--- config.mk ---
export PLATFORM = sky130hd
export DESIGN_NAME = cla_accum
export DESIGN_NICKNAME = d
export VERILOG_FILES = /design/src/rtl/cla_accum.sv
export SDC_FILE = /design/constraint.sdc
export NUM_CORES = 1
export LEC_CHECK = 0
export ABC_AREA = 1
export BUFFER_PORTS_ARGS = -buffer_cell sky130_fd_sc_hd__buf_4
export CORE_UTILIZATION = 51
export CTS_BUF_LIST = sky130_fd_sc_hd__clkbuf_16
export DETAILED_ROUTE_END_ITERATION = 8
export GPL_TIMING_DRIVEN = 0
export PLACE_DENSITY_LB_ADDON = 0.12
export SLEW_MARGIN = 15
export SYNTH_ARGS = -nofsm -noshare
export SYNTH_HDL_FRONTEND = slang
export SYNTH_SLANG_ARGS = --single-unit
--- constraint.sdc ---
create_clock -name clk -period 2.1 [get_ports clk]
set_input_delay 0.21 -clock clk [delete_from_list [all_inputs] [get_ports clk]]
set_output_delay 0.21 -clock clk [all_outputs]
set_load 0.01 [all_outputs]
--- src/rtl/cla_accum.sv ---
// -----------------------------------------------------------------------------
// cla_accum
//
// Packet accumulator that sits directly downstream of the cla_add
// carry-lookahead adder. It takes the adder's (N+1)-bit unsigned sum through a
// valid/ready handshake and adds every beat of a packet into a wide
// accumulator. When the packet ends it presents the total, the beat count and
// an overflow flag on a registered valid/ready output.
//
// Parameters
//   N        operand width of the upstream cla_add (in_sum is N+1 bits)
//   ACC_W    accumulator width, must be >= N+1
//   COUNT_W  beat-counter width (the count saturates)
//
// Ports
//   clk        clock, rising edge
//   rst_n      asynchronous active-low reset
//   in_valid   in_sum / in_last are valid
//   in_ready   a beat is accepted this cycle (depends only on state)
//   in_sum     unsigned sum from cla_add
//   in_last    final beat of the packet
//   out_valid  packet result is valid
//   out_ready  downstream accepts the result
//   out_acc    packet total
//   out_beats  number of beats in the packet, saturating
//   out_ovf    the accumulator overflowed during the packet
//
// Build option
//   CLA_ACCUM_SAT_EN  when defined, the accumulator clamps to all-ones on
//                     overflow and stays clamped for the rest of the packet.
//                     When undefined, it wraps modulo 2^ACC_W. out_ovf flags
//                     the overflow in both builds.
// -----------------------------------------------------------------------------
`timescale 1ns/1ps
module cla_accum #(
   parameter int N       = 3,
   parameter int ACC_W   = 8,
   parameter int COUNT_W = 4
) (
   input  logic               clk,
   input  logic               rst_n,
   input  logic               in_valid,
   output logic               in_ready,
   input  logic [N:0]         in_sum,
   input  logic               in_last,
   output logic               out_valid,
   input  logic               out_ready,
   output logic [ACC_W-1:0]   out_acc,
   output logic [COUNT_W-1:0] out_beats,
   output logic               out_ovf
);

   typedef enum logic [1:0] {
      IDLE = 2'd0,
      ACC  = 2'd1,
      HOLD = 2'd2
   } state_t;

   state_t             state;
   logic [ACC_W-1:0]   acc;
   logic [COUNT_W-1:0] beats;
   logic               ovf;

   logic               accept;
   logic               handoff;
   logic [ACC_W:0]     sum_wide;
   logic [ACC_W-1:0]   acc_add;
   logic [COUNT_W-1:0] beats_add;

   // The beat counter holds at its maximum rather than wrapping.
   function automatic logic [COUNT_W-1:0] sat_inc(input logic [COUNT_W-1:0] c);
      return (c == {COUNT_W{1'b1}}) ? c : c + COUNT_W'(1);
   endfunction

`ifdef CLA_ACCUM_SAT_EN
   // Once the packet has overflowed, the accumulator stays pinned at all-ones.
   function automatic logic [ACC_W-1:0] sat_acc(input logic [ACC_W:0] s,
                                                 input logic         sticky);
      return (s[ACC_W] || sticky) ? {ACC_W{1'b1}} : s[ACC_W-1:0];
   endfunction
`endif

   assign accept  = in_valid && in_ready;
   assign handoff = out_valid && out_ready;

   // One extra bit captures the carry out of the top accumulator bit.
   assign sum_wide = {1'b0, acc} + {{(ACC_W - N){1'b0}}, in_sum};

   always_comb begin
`ifdef CLA_ACCUM_SAT_EN
      acc_add = sat_acc(sum_wide, ovf);
`else
      acc_add = sum_wide[ACC_W-1:0];
`endif
      beats_add = sat_inc(beats);
   end

   // in_ready and out_valid are registered copies of the next state, so
   // in_ready never depends combinationally on out_ready.
   always_ff @(posedge clk or negedge rst_n) begin
      if (!rst_n) begin
         state     <= IDLE;
         acc       <= '0;
         beats     <= '0;
         ovf       <= 1'b0;
         in_ready  <= 1'b0;
         out_valid <= 1'b0;
      end else begin
         case (state)
            IDLE, ACC: begin
               // Raises in_ready on the first edge after reset release.
               in_ready <= 1'b1;
               if (accept) begin
                  acc   <= acc_add;
                  beats <= beats_add;
                  ovf   <= ovf | sum_wide[ACC_W];
                  if (in_last) begin
                     state     <= HOLD;
                     in_ready  <= 1'b0;
                     out_valid <= 1'b1;
                  end else begin
                     state <= ACC;
                  end
               end
            end
            HOLD: begin
               if (handoff) begin
                  state     <= IDLE;
                  acc       <= '0;
                  beats     <= '0;
                  ovf       <= 1'b0;
                  in_ready  <= 1'b1;
                  out_valid <= 1'b0;
               end
            end
            default: begin
               state     <= IDLE;
               acc       <= '0;
               beats     <= '0;
               ovf       <= 1'b0;
               in_ready  <= 1'b1;
               out_valid <= 1'b0;
            end
         endcase
      end
   end

   assign out_acc   = acc;
   assign out_beats = beats;
   assign out_ovf   = ovf;

endmodule
After elaboration in Yosys (flattened, before gate mapping):

Index checks and enable logic that the tools add are counted.

* add/sub/neg operators: 2
* equality and inequality tests: 7
* mux-type cells: 21
* bitwise logic cells: 1
* reduce and logical (&&, ||, !) cells: 7

Operator list (number)
* 2-to-1 mux 8 bit: 2
* case mux 8 bit (2 select lines): 1
* 2-to-1 mux 4 bit: 3
* adder 8 x 4 -> 9 bit: 1
* != test 2 bit, second input constant: 4
* case mux 4 bit (2 select lines): 1
* 2-to-1 mux 1 bit: 7
* 2-to-1 mux 2 bit: 3
* case mux 1 bit (2 select lines): 3
* AND reduction 3 bit: 2
* adder 4 x 1 -> 4 bit, second input constant: 1
* equality test 4 bit, second input constant: 1
* case mux 2 bit (2 select lines): 1
* equality test 2 x 1 -> 1 bit, second input constant: 1
* equality test 2 bit, second input constant: 1
* logical AND 1 bit: 2
* zero test 2 bit: 1
* AND reduction 2 bit: 1
* OR reduction 2 bit: 1
* bitwise OR 1 bit: 1

* register bits after elaboration: 17
* input port bits: 9
* output and inout bits: 15

Logic depth before layout (Yosys ltp):

Gate-level depths: netlist of run 1.

* depth after elaboration: 4
* depth in mapped cells: 9

Worst setup path before layout of run 1:

OpenSTA, ideal clock, no wires.

* kind: register to register
* start point: register acc[0] (netlist: out_acc[0])
* end point: register acc[4] (netlist: out_acc[4])
* library setup time: 0.119 ns
* arrival: 1.456 ns
* data required time: 1.981 ns
* setup slack: 0.525 ns
* cell stages (with the launch flop): 7
* path buffers: 0
* cell sequence: dfrtp_1 -> ha_1 -> fa_1 -> a21oi_1 -> inv_1 -> a21oi_1 -> nor2_1

* cells in the longest elaborated chain, start to end: 3

Ends and longest elaborated chain
* start: declaration: line 60 `logic [ACC_W-1:0] acc;`
* start signal: assignment: line 103 `acc <= '0;`
* start signal: assignment: line 114 `acc <= acc_add;`
* start signal: assignment: line 129 `acc <= '0;`
* adder 8 x 4 -> 9 bit: line 87 `assign sum_wide = {1'b0, acc} + {{(ACC_W - N){1'b0}}, in_sum};`
* 2-to-1 mux 8 bit: line 113 `if (accept) begin`
* case mux 8 bit (2 select lines): line 109 `case (state)`

No other way between the ends. The select of a mux whose other input is x is not followed.
A chain may end at the register's enable or synchronous reset.

Worst setup path in the final report of run 1:

Same ends and word-level chain as after synthesis.

==> flow_summary.rst, run 1 <==
.. list-table::
   :header-rows: 1

   * - Metric
     - Value
   * - Run status
     - finished, final reports clean
   * - Highest net fanout along the worst path
     - 3
   * - Number of enable-type register cells in the synthesized netlist
     - 0
   * - Buffers on Ports
     - 23
   * - Clock group share of total power
     - 0.218
   * - Final critical path time including I/O delays and setup
     - 1.676 ns
   * - Core outline area
     - 0.001764 mm2
   * - Power Internal
     - 1040 uW
   * - Number of antenna violations at the first check in global routing
     - 0
   * - Post-Route Hold Slack
     - 0.1714 ns
   * - Number of synthesized register bits
     - 17
   * - Worst VDD drop
     - 0.9338 mV
   * - Post-Place Cells
     - 169
   * - Crit path required time
     - 2.24 ns
   * - Average vias per placed instance
     - 5.201
   * - Crit. End Element
     - flip-flop
   * - Async set-or-reset flop fraction in the synthesized netlist
     - 1.000
   * - Area overhead of the layout relative to synthesis
     - 29.62%
   * - Detailed-router iteration count before antenna repair
     - 4
   * - Routed wirelength normalized by instance count
     - 11.98 um
   * - CTS tree
     - yes
   * - Gate count of the mapped netlist
     - 121
   * - Number of max-cap violations
     - 0
   * - Number of violations reported at the end of detailed-routing iteration 0
     - 18
   * - Combinational group share of total power
     - 0.462
   * - Maximum frequency from static timing analysis
     - 596.6 MHz
   * - Total setup violations reported at the end of the flow
     - 0
   * - Vert. Die Dim
     - 46.03 um
   * - DPL Wire Length
     - 1567 um
   * - Num Clock Sinks
     - 17
   * - Total number of placement rows
     - 15
   * - Number of synthesis warnings
     - 0
   * - Worst setup path class
     - flip-flop to flip-flop
   * - Global-route usage over all layers
     - 0.2319
   * - Area fraction of the dominant cell type after synthesis
     - 0.4304
   * - Type of the tightest min-delay check
     - primary input to flip-flop
   * - Master cell of the clock root buffer
     - sky130_fd_sc_hd__clkbuf_16
   * - Most instantiated flip-flop cell in the synthesis netlist
     - sky130_fd_sc_hd__dfrtp_1
   * - Number of different library cells in the post-synthesis netlist
     - 24
   * - Pwr/cell area
     - 1349 mW/mm2
   * - Aggregate negative setup slack
     - 0 ns
   * - Drt total wl
     - 2084 um
   * - Cts bufs inserted
     - 3
   * - Top cell type by total area after synthesis
     - sky130_fd_sc_hd__dfrtp_1
   * - First-pass GRT wire length
     - 3381 um
   * - Count of pins on the block boundary
     - 24
   * - Part of the power in registers
     - 0.320
   * - Area of the mapped netlist
     - 988.4 um2
   * - Total of cells resized after clock tree synthesis
     - 0
   * - Final number of hold-violating endpoints
     - 0
   * - Number of H-tree branching levels
     - 1
   * - Starting density of the core
     - 0.5603
   * - Largest net degree at the start of global routing
     - 18
   * - Clock input transition at the sequential cells of the worst setup and hold paths
     - 0.05 ns
   * - Largest stage delay on the critical path
     - 0.43 ns
   * - Share of layout cells above drive strength 1
     - 0.2416
   * - Leak pwr
     - 0.0007040 uW
   * - Arrival time at the worst endpoint
     - 1.81 ns
   * - DRT antenna net count
     - 0
   * - Placer's final routability congestion estimate
     - 0.8419
   * - Max Root-Sink Buffers
     - 2
   * - Most repeated cell in the gate-level netlist after synthesis
     - sky130_fd_sc_hd__nand2_1
   * - Final Cycle Share
     - 0.7982
   * - Unrepaired setup endpoints after global routing
     - false
   * - Category of the worst setup path launch point
     - flip-flop
   * - Layout Nets
     - 165
   * - Post-Synthesis Net Count
     - 136
   * - Top post-synthesis cells by area
     - sky130_fd_sc_hd__dfrtp_1, sky130_fd_sc_hd__nand2_1, sky130_fd_sc_hd__ha_1, sky130_fd_sc_hd__nand3_1, sky130_fd_sc_hd__inv_1
   * - Least-Margin Pin Slew
     - 0.2993 ns
   * - Net switching fraction of the power
     - 0.3984
   * - Post-route insts no fill
     - 174
   * - Die Area
     - 0.002118 mm2
   * - Number of diodes added for antenna fixing
     - 0
   * - Slew Viols, Final
     - 0
   * - Total congestion overflow
     - 0
   * - Proportion of synthesized chip area in sequential cells
     - 0.4304
   * - Most numerous cell on the critical path
     - sky130_fd_sc_hd__a21oi_1
   * - Worst clock skew on the final layout
     - 0.001876 ns
   * - Per-instance average area after synthesis
     - 8.169 um2
   * - Vias in the first global route
     - 799
   * - Switching power summed over all nets
     - 688.4 uW
   * - Max stage delay cell, worst path
     - sky130_fd_sc_hd__fa_1
   * - Overall die width
     - 46.03 um
   * - DR vias
     - 905
   * - DRC errors left
     - 0
   * - Normalized max-slew margin
     - 0.7998
   * - Top cells by instance count after synthesis
     - sky130_fd_sc_hd__nand2_1, sky130_fd_sc_hd__dfrtp_1, sky130_fd_sc_hd__nand3_1
   * - Cells traversed along the worst timing path
     - ha_1, fa_1, a21oi_1, inv_1, a21oi_1, nor2_1
   * - Clock latency on the worst-skew pair
     - 0.25 ns
## registers in the layout, indices dropped and copies added (netlist names)
signal / count
out_acc: 8
out_beats: 4
state: 2
in_ready: 1
out_ovf: 1
out_valid: 1
## final cells by class
cell class | count | area, um2
Timing Repair Buffer | 24 | 182.7
Fill cell | 156 | 483.0
Clock inverter | 1 | 3.754
Clock buffer | 3 | 75.07
Tap cell | 25 | 31.28
Multi-Input combinational cell | 90 | 503.0
Sequential cell | 17 | 425.4
Inverter | 13 | 48.80
Buffer | 1 | 11.26
## power by group through the flow
| stage | Clock, uW | Combinational, uW | Sequential (uW) |
|---|---|---|---|
| final | 376 | 798 | 554 |
| after global routing | 394 | 899 | 571 |
| after CTS | 386 | 803 | 553 |
| after detailed placement | 0 | 795 | 557 |
| after global placement | 0 | 769 | 553 |
| after floorplan | 0 | 482 | 584 |
## per-stage QoR
stage | worst slack [ns] | power (uW) | utilization | cell area, um2
global placement | 0.4785 | 1322 | 0.6759 | 1192
global route | 0.3018 | 1864 | 0.7262 | 1281
floorplan | 0.5247 | 1067 | - | 988.4
CTS | 0.4302 | 1742 | 0.7262 | 1281
detailed placement | 0.4349 | 1352 | 0.6759 | 1192
finish | 0.4239 | 1728 | 0.7262 | 1281
## routing by layer
| metal | wire length, um | track usage | vias up |
|---|---|---|---|
| met4 | 65 | 0.1059 | 0 |
| li1 | - | - | 453 |
| met5 | 0 | 0 | - |
| met2 | 1036 | 0.3972 | 29 |
| met3 | 109 | 0.04762 | 9 |
| met1 | 873 | 0.2762 | 414 |
## final timing paths
kind	endpoint	cells past startpoint	slack, ns	startpoint
setup / recovery	out_acc[4]	6	0.42	out_acc[0]
hold / removal	state[0]	2	0.17	in_last
setup reg to reg	out_acc[4]	6	0.42	out_acc[0]
hold reg to reg	out_valid	2	0.51	out_valid
max in group asynchronous	out_acc[7]	2	1.55	rst_n
min in group asynchronous	out_acc[1]	2	0.36	rst_n
## logic make-up (layout without fill, tap and decap cells)
group                      after synthesis  count (layout)  synth area share
DFF                                     17              17            0.4304
buffers and inverters                   14              42           0.06076
AOI/OAI and AO/OA                       13              13           0.07722
and+or+nand+nor                         69              69            0.3304
adders and majority gates                6               6           0.08355
xor gates and xnor gates                 2               2           0.01772
## critical path, delay by kind of cell (launching register included)
family	cells	cell delay, ns
AO/OA/AOI/OAI	2	0.36
adder cells (fa/ha/maj)	2	0.66
buffers and inverters	1	0.08
flip-flops	1	0.40
AND/OR/NAND/NOR	1	0.06
## repair_timing
action	in CTS	in global routing
hold buffers	1	0
hold endpoints to repair	17	0
setup buffers	0	0
## cell usage in the layout, fill, tap and decap left out, drive strengths merged
cell type | Yosys | routed
a21oi | 3 | 3
a22o | 2 | 2
buf | 1 | 24
clkbuf | 0 | 3
dfrtp | 17 | 17
dlygate4sd3 | 0 | 1
fa | 1 | 1
ha | 5 | 5
inv | 13 | 14
nand2 | 39 | 39
nand3 | 13 | 13
nand3b | 2 | 2
nand4 | 2 | 2
nor2 | 11 | 11
nor3 | 1 | 1
o21ai | 6 | 6
o21bai | 1 | 1
o22ai | 1 | 1
or2 | 1 | 1
xnor2 | 2 | 2
Note: power is estimated with default switching activity, not from simulation.
==> run 2, diff against run 1 <==
==> constraint.sdc (replaced) <==
create_clock -name clk -period 1.69 [get_ports clk]
set_input_delay 0.169 -clock clk [delete_from_list [all_inputs] [get_ports clk]]
set_output_delay 0.169 -clock clk [all_outputs]
set_load 0.01 [all_outputs]
==> run 2 against run 1 <==
Net effect: register-to-register slack lost 0.30 ns; die area is the same; sequential cell count is the same; critical path type unchanged.
==> flow_summary.rst, run 2 (synthesis results as in run 1) <==
.. list-table::
   :header-rows: 1

   * - Metric
     - Value
   * - Number of H-tree branching levels
     - 1 (unchanged)
   * - Total number of placement rows
     - 15 (unchanged)
   * - Share of layout cells above drive strength 1
     - 0.2550 (+0.01342)
   * - CTS tree
     - yes
   * - Least-Margin Pin Slew
     - 0.3000 ns (+0.0007802 ns)
   * - Number of violations reported at the end of detailed-routing iteration 0
     - 15 (-3)
   * - Net switching fraction of the power
     - 0.3992 (+0.0007840)
   * - Clock group share of total power
     - 0.217 (about the same)
   * - Leak pwr
     - 0.0007031 uW (-0.12%)
   * - Vias in the first global route
     - 799 (unchanged)
   * - Final number of hold-violating endpoints
     - 0 (unchanged)
   * - Crit path required time
     - 1.83 ns (-0.41 ns)
   * - Detail Route met3 WL
     - 104 um (-4.6%)
   * - Placer's final routability congestion estimate
     - 0.8419 (unchanged)
   * - Combinational group share of total power
     - 0.464 (+0.002)
   * - Total congestion overflow
     - 0 (unchanged)
   * - Launching element of the worst setup path
     - out_acc[0]
   * - Category of the worst setup path launch point
     - flip-flop
   * - Unrepaired setup endpoints after global routing
     - false
   * - Detailed-router iteration count before antenna repair
     - 4 (unchanged)
   * - Core outline area
     - 0.001764 mm2 (unchanged)
   * - DRT antenna net count
     - 0 (unchanged)
   * - R2R Path Start
     - out_acc[0]
   * - Register-to-register path setup slack
     - 0.13 ns (-0.30 ns)
   * - Die Area
     - 0.002118 mm2 (unchanged)
   * - Starting density of the core
     - 0.5603 (unchanged)
   * - Num Clock Sinks
     - 17 (unchanged)
   * - Run status
     - finished, final reports clean
   * - Final Cycle Share
     - 0.9244 (+0.1262)
   * - Max Root-Sink Buffers
     - 2 (unchanged)
   * - Cts bufs inserted
     - 3 (unchanged)
   * - Routed wirelength normalized by instance count
     - 12.05 um (+0.58%)
   * - Power Internal
     - 1297 uW (+25%)
   * - Crit. End Element
     - flip-flop
   * - Pwr/cell area
     - 1677 mW/mm2 (+24%)
   * - DR vias
     - 902 (-0.33%)
   * - Final critical path time including I/O delays and setup
     - 1.562 ns (-0.1139 ns)
   * - Met2 Routed Length
     - 1071 um (+3.4%)
   * - Leading cell types in the layout, fill and taps excluded
     - sky130_fd_sc_hd__nand2_1, sky130_fd_sc_hd__buf_4, sky130_fd_sc_hd__dfrtp_1
   * - Post-CTS setup buffer count
     - 0 (unchanged)
   * - DPL Wire Length
     - 1567 um (unchanged)
   * - R2R depth
     - 6 (unchanged)
   * - Type of the tightest min-delay check
     - primary input to flip-flop
   * - Number of antenna violations at the first check in global routing
     - 0 (unchanged)
   * - Switching power summed over all nets
     - 861.9 uW (+25%)
   * - Highest net fanout along the worst path
     - 3 (unchanged)
   * - Clock input transition at the sequential cells of the worst setup and hold paths
     - 0.05 ns (about the same)
   * - Number of diodes added for antenna fixing
     - 0 (unchanged)
   * - Global-route usage over all layers
     - 0.2319 (unchanged)
   * - First-pass GRT wire length
     - 3381 um (unchanged)
   * - Flip-flop count of the largest register after layout
     - 8 (unchanged)
   * - Layout Nets
     - 165 (unchanged)
   * - Worst VDD drop
     - 1.170 mV (+25%)
   * - Total setup violations reported at the end of the flow
     - 0 (unchanged)
   * - Metal1 wirelength
     - 878 um (+0.57%)
   * - Aggregate negative setup slack
     - 0 ns (unchanged)
   * - Post-Place Cells
     - 169 (unchanged)
   * - Normalized max-slew margin
     - 0.7992 (about the same)
   * - Count of pins on the block boundary
     - 24 (unchanged)
   * - Slew Viols, Final
     - 0 (unchanged)
   * - R2r endpoint
     - out_acc[4]
   * - Vert. Die Dim
     - 46.03 um (unchanged)
   * - Part of the power in registers
     - 0.318 (-0.002)
   * - Arrival time at the worst endpoint
     - 1.70 ns (-0.11 ns)
   * - Number of max-cap violations
     - 0 (unchanged)
   * - Highest metal used
     - met4
   * - Average vias per placed instance
     - 5.184 (-0.33%)
   * - Worst clock skew on the final layout
     - 0.002271 ns (+0.0003956 ns)
   * - Overall die width
     - 46.03 um (unchanged)
   * - Buffers on Ports
     - 23 (unchanged)
   * - Capture point of the worst path
     - out_acc[4]
   * - Post-route insts no fill
     - 174 (unchanged)
   * - Clock latency on the worst-skew pair
     - 0.25 ns (about the same)
   * - Maximum frequency from static timing analysis
     - 640.1 MHz (+7.3%)
   * - Area overhead of the layout relative to synthesis
     - 30.25%
   * - Largest net degree at the start of global routing
     - 18 (unchanged)
   * - Worst setup path class
     - flip-flop to flip-flop
   * - Most frequent standard cell in the layout excluding fill and tap cells
     - sky130_fd_sc_hd__nand2_1
   * - DRC errors left
     - 0 (unchanged)
   * - Drt total wl
     - 2096 um (+0.58%)
   * - Master cell of the clock root buffer
     - sky130_fd_sc_hd__clkbuf_16
==> run 2: changes by cell type in the layout (fill, tap and decap cells not counted) <==
| cell | change |
|---|---|
| sky130_fd_sc_hd__a21oi_2 | +1 |
| sky130_fd_sc_hd__a21oi_1 | -1 |
| sky130_fd_sc_hd__fa_1 | -1 |
| sky130_fd_sc_hd__fa_2 | +1 |
==> run 2: repair_timing <==
item | CTS | global route
hold buffers | 1 | 0
resized for setup | 0 | 2
setup endpoints to repair | 0 | 2
endpoints found under the hold margin | 17 | 0
==> run 2: power by group through the flow <==
stage	Clock, uW	Sequential (uW)	Combinational [uW]
after floorplan	0	726	599
after global placement	0	688	955
after detailed placement	0	692	988
after CTS	480	687	998
after global routing	489	711	1130
final	469	687	1000
==> run 2: layout make-up <==
class	instances	area (um2)
multi-input cells	90	509.2
fillers	155	476.7
flip-flops and latches	17	425.4
repair buffers	24	182.7
clock buffers	3	75.07
inverters	13	48.80
well taps	25	31.28
plain buffers	1	11.26
clock inverters	1	3.754
==> run 2: how the worst min path moves through the flow <==
stage / cells after the start / end / from
5_1_grt: 2 / state[0] / in_last
4_1_cts: 2 / state[0] / in_last
6_report: 2 / state[0] / in_last
3_5_place_dp: 1 / out_acc[1] / rst_n
2_1_floorplan: 0 / in_ready / rst_n
3_3_place_gp: 1 / out_acc[1] / rst_n
==> run 2: routing by layer <==
layer / global-route usage / vias to the layer above
li1: - / 452
met1: 0.2762 / 418
met2: 0.3972 / 27
met3: 0.04762 / 5
met4: 0.1059 / 0
met5: 0 / -
==> run 2: critical path: stages (launching register included) <==
cell and delay, ns:
sky130_fd_sc_hd__dfrtp_1 0.40, sky130_fd_sc_hd__ha_1 0.23, sky130_fd_sc_hd__fa_2 0.39, sky130_fd_sc_hd__a21oi_2 0.18, sky130_fd_sc_hd__inv_1 0.07, sky130_fd_sc_hd__a21oi_1 0.12
sky130_fd_sc_hd__nor2_1 0.06
==> run 2: stage by stage <==
step	hold slack [ns]	power (uW)	worst slack, ns	cell area, um2	utilization
floorplan	-0.1266	1325	0.1147	988.4	-
global placement	0.04634	1643	0.06848	1192	0.6759
detailed placement	0.04886	1680	0.02492	1192	0.6759
CTS	0.1249	2165	0.02021	1281	0.7262
global route	0.1231	2327	0.02949	1287	0.7298
finish	0.1304	2159	0.1278	1287	0.7298
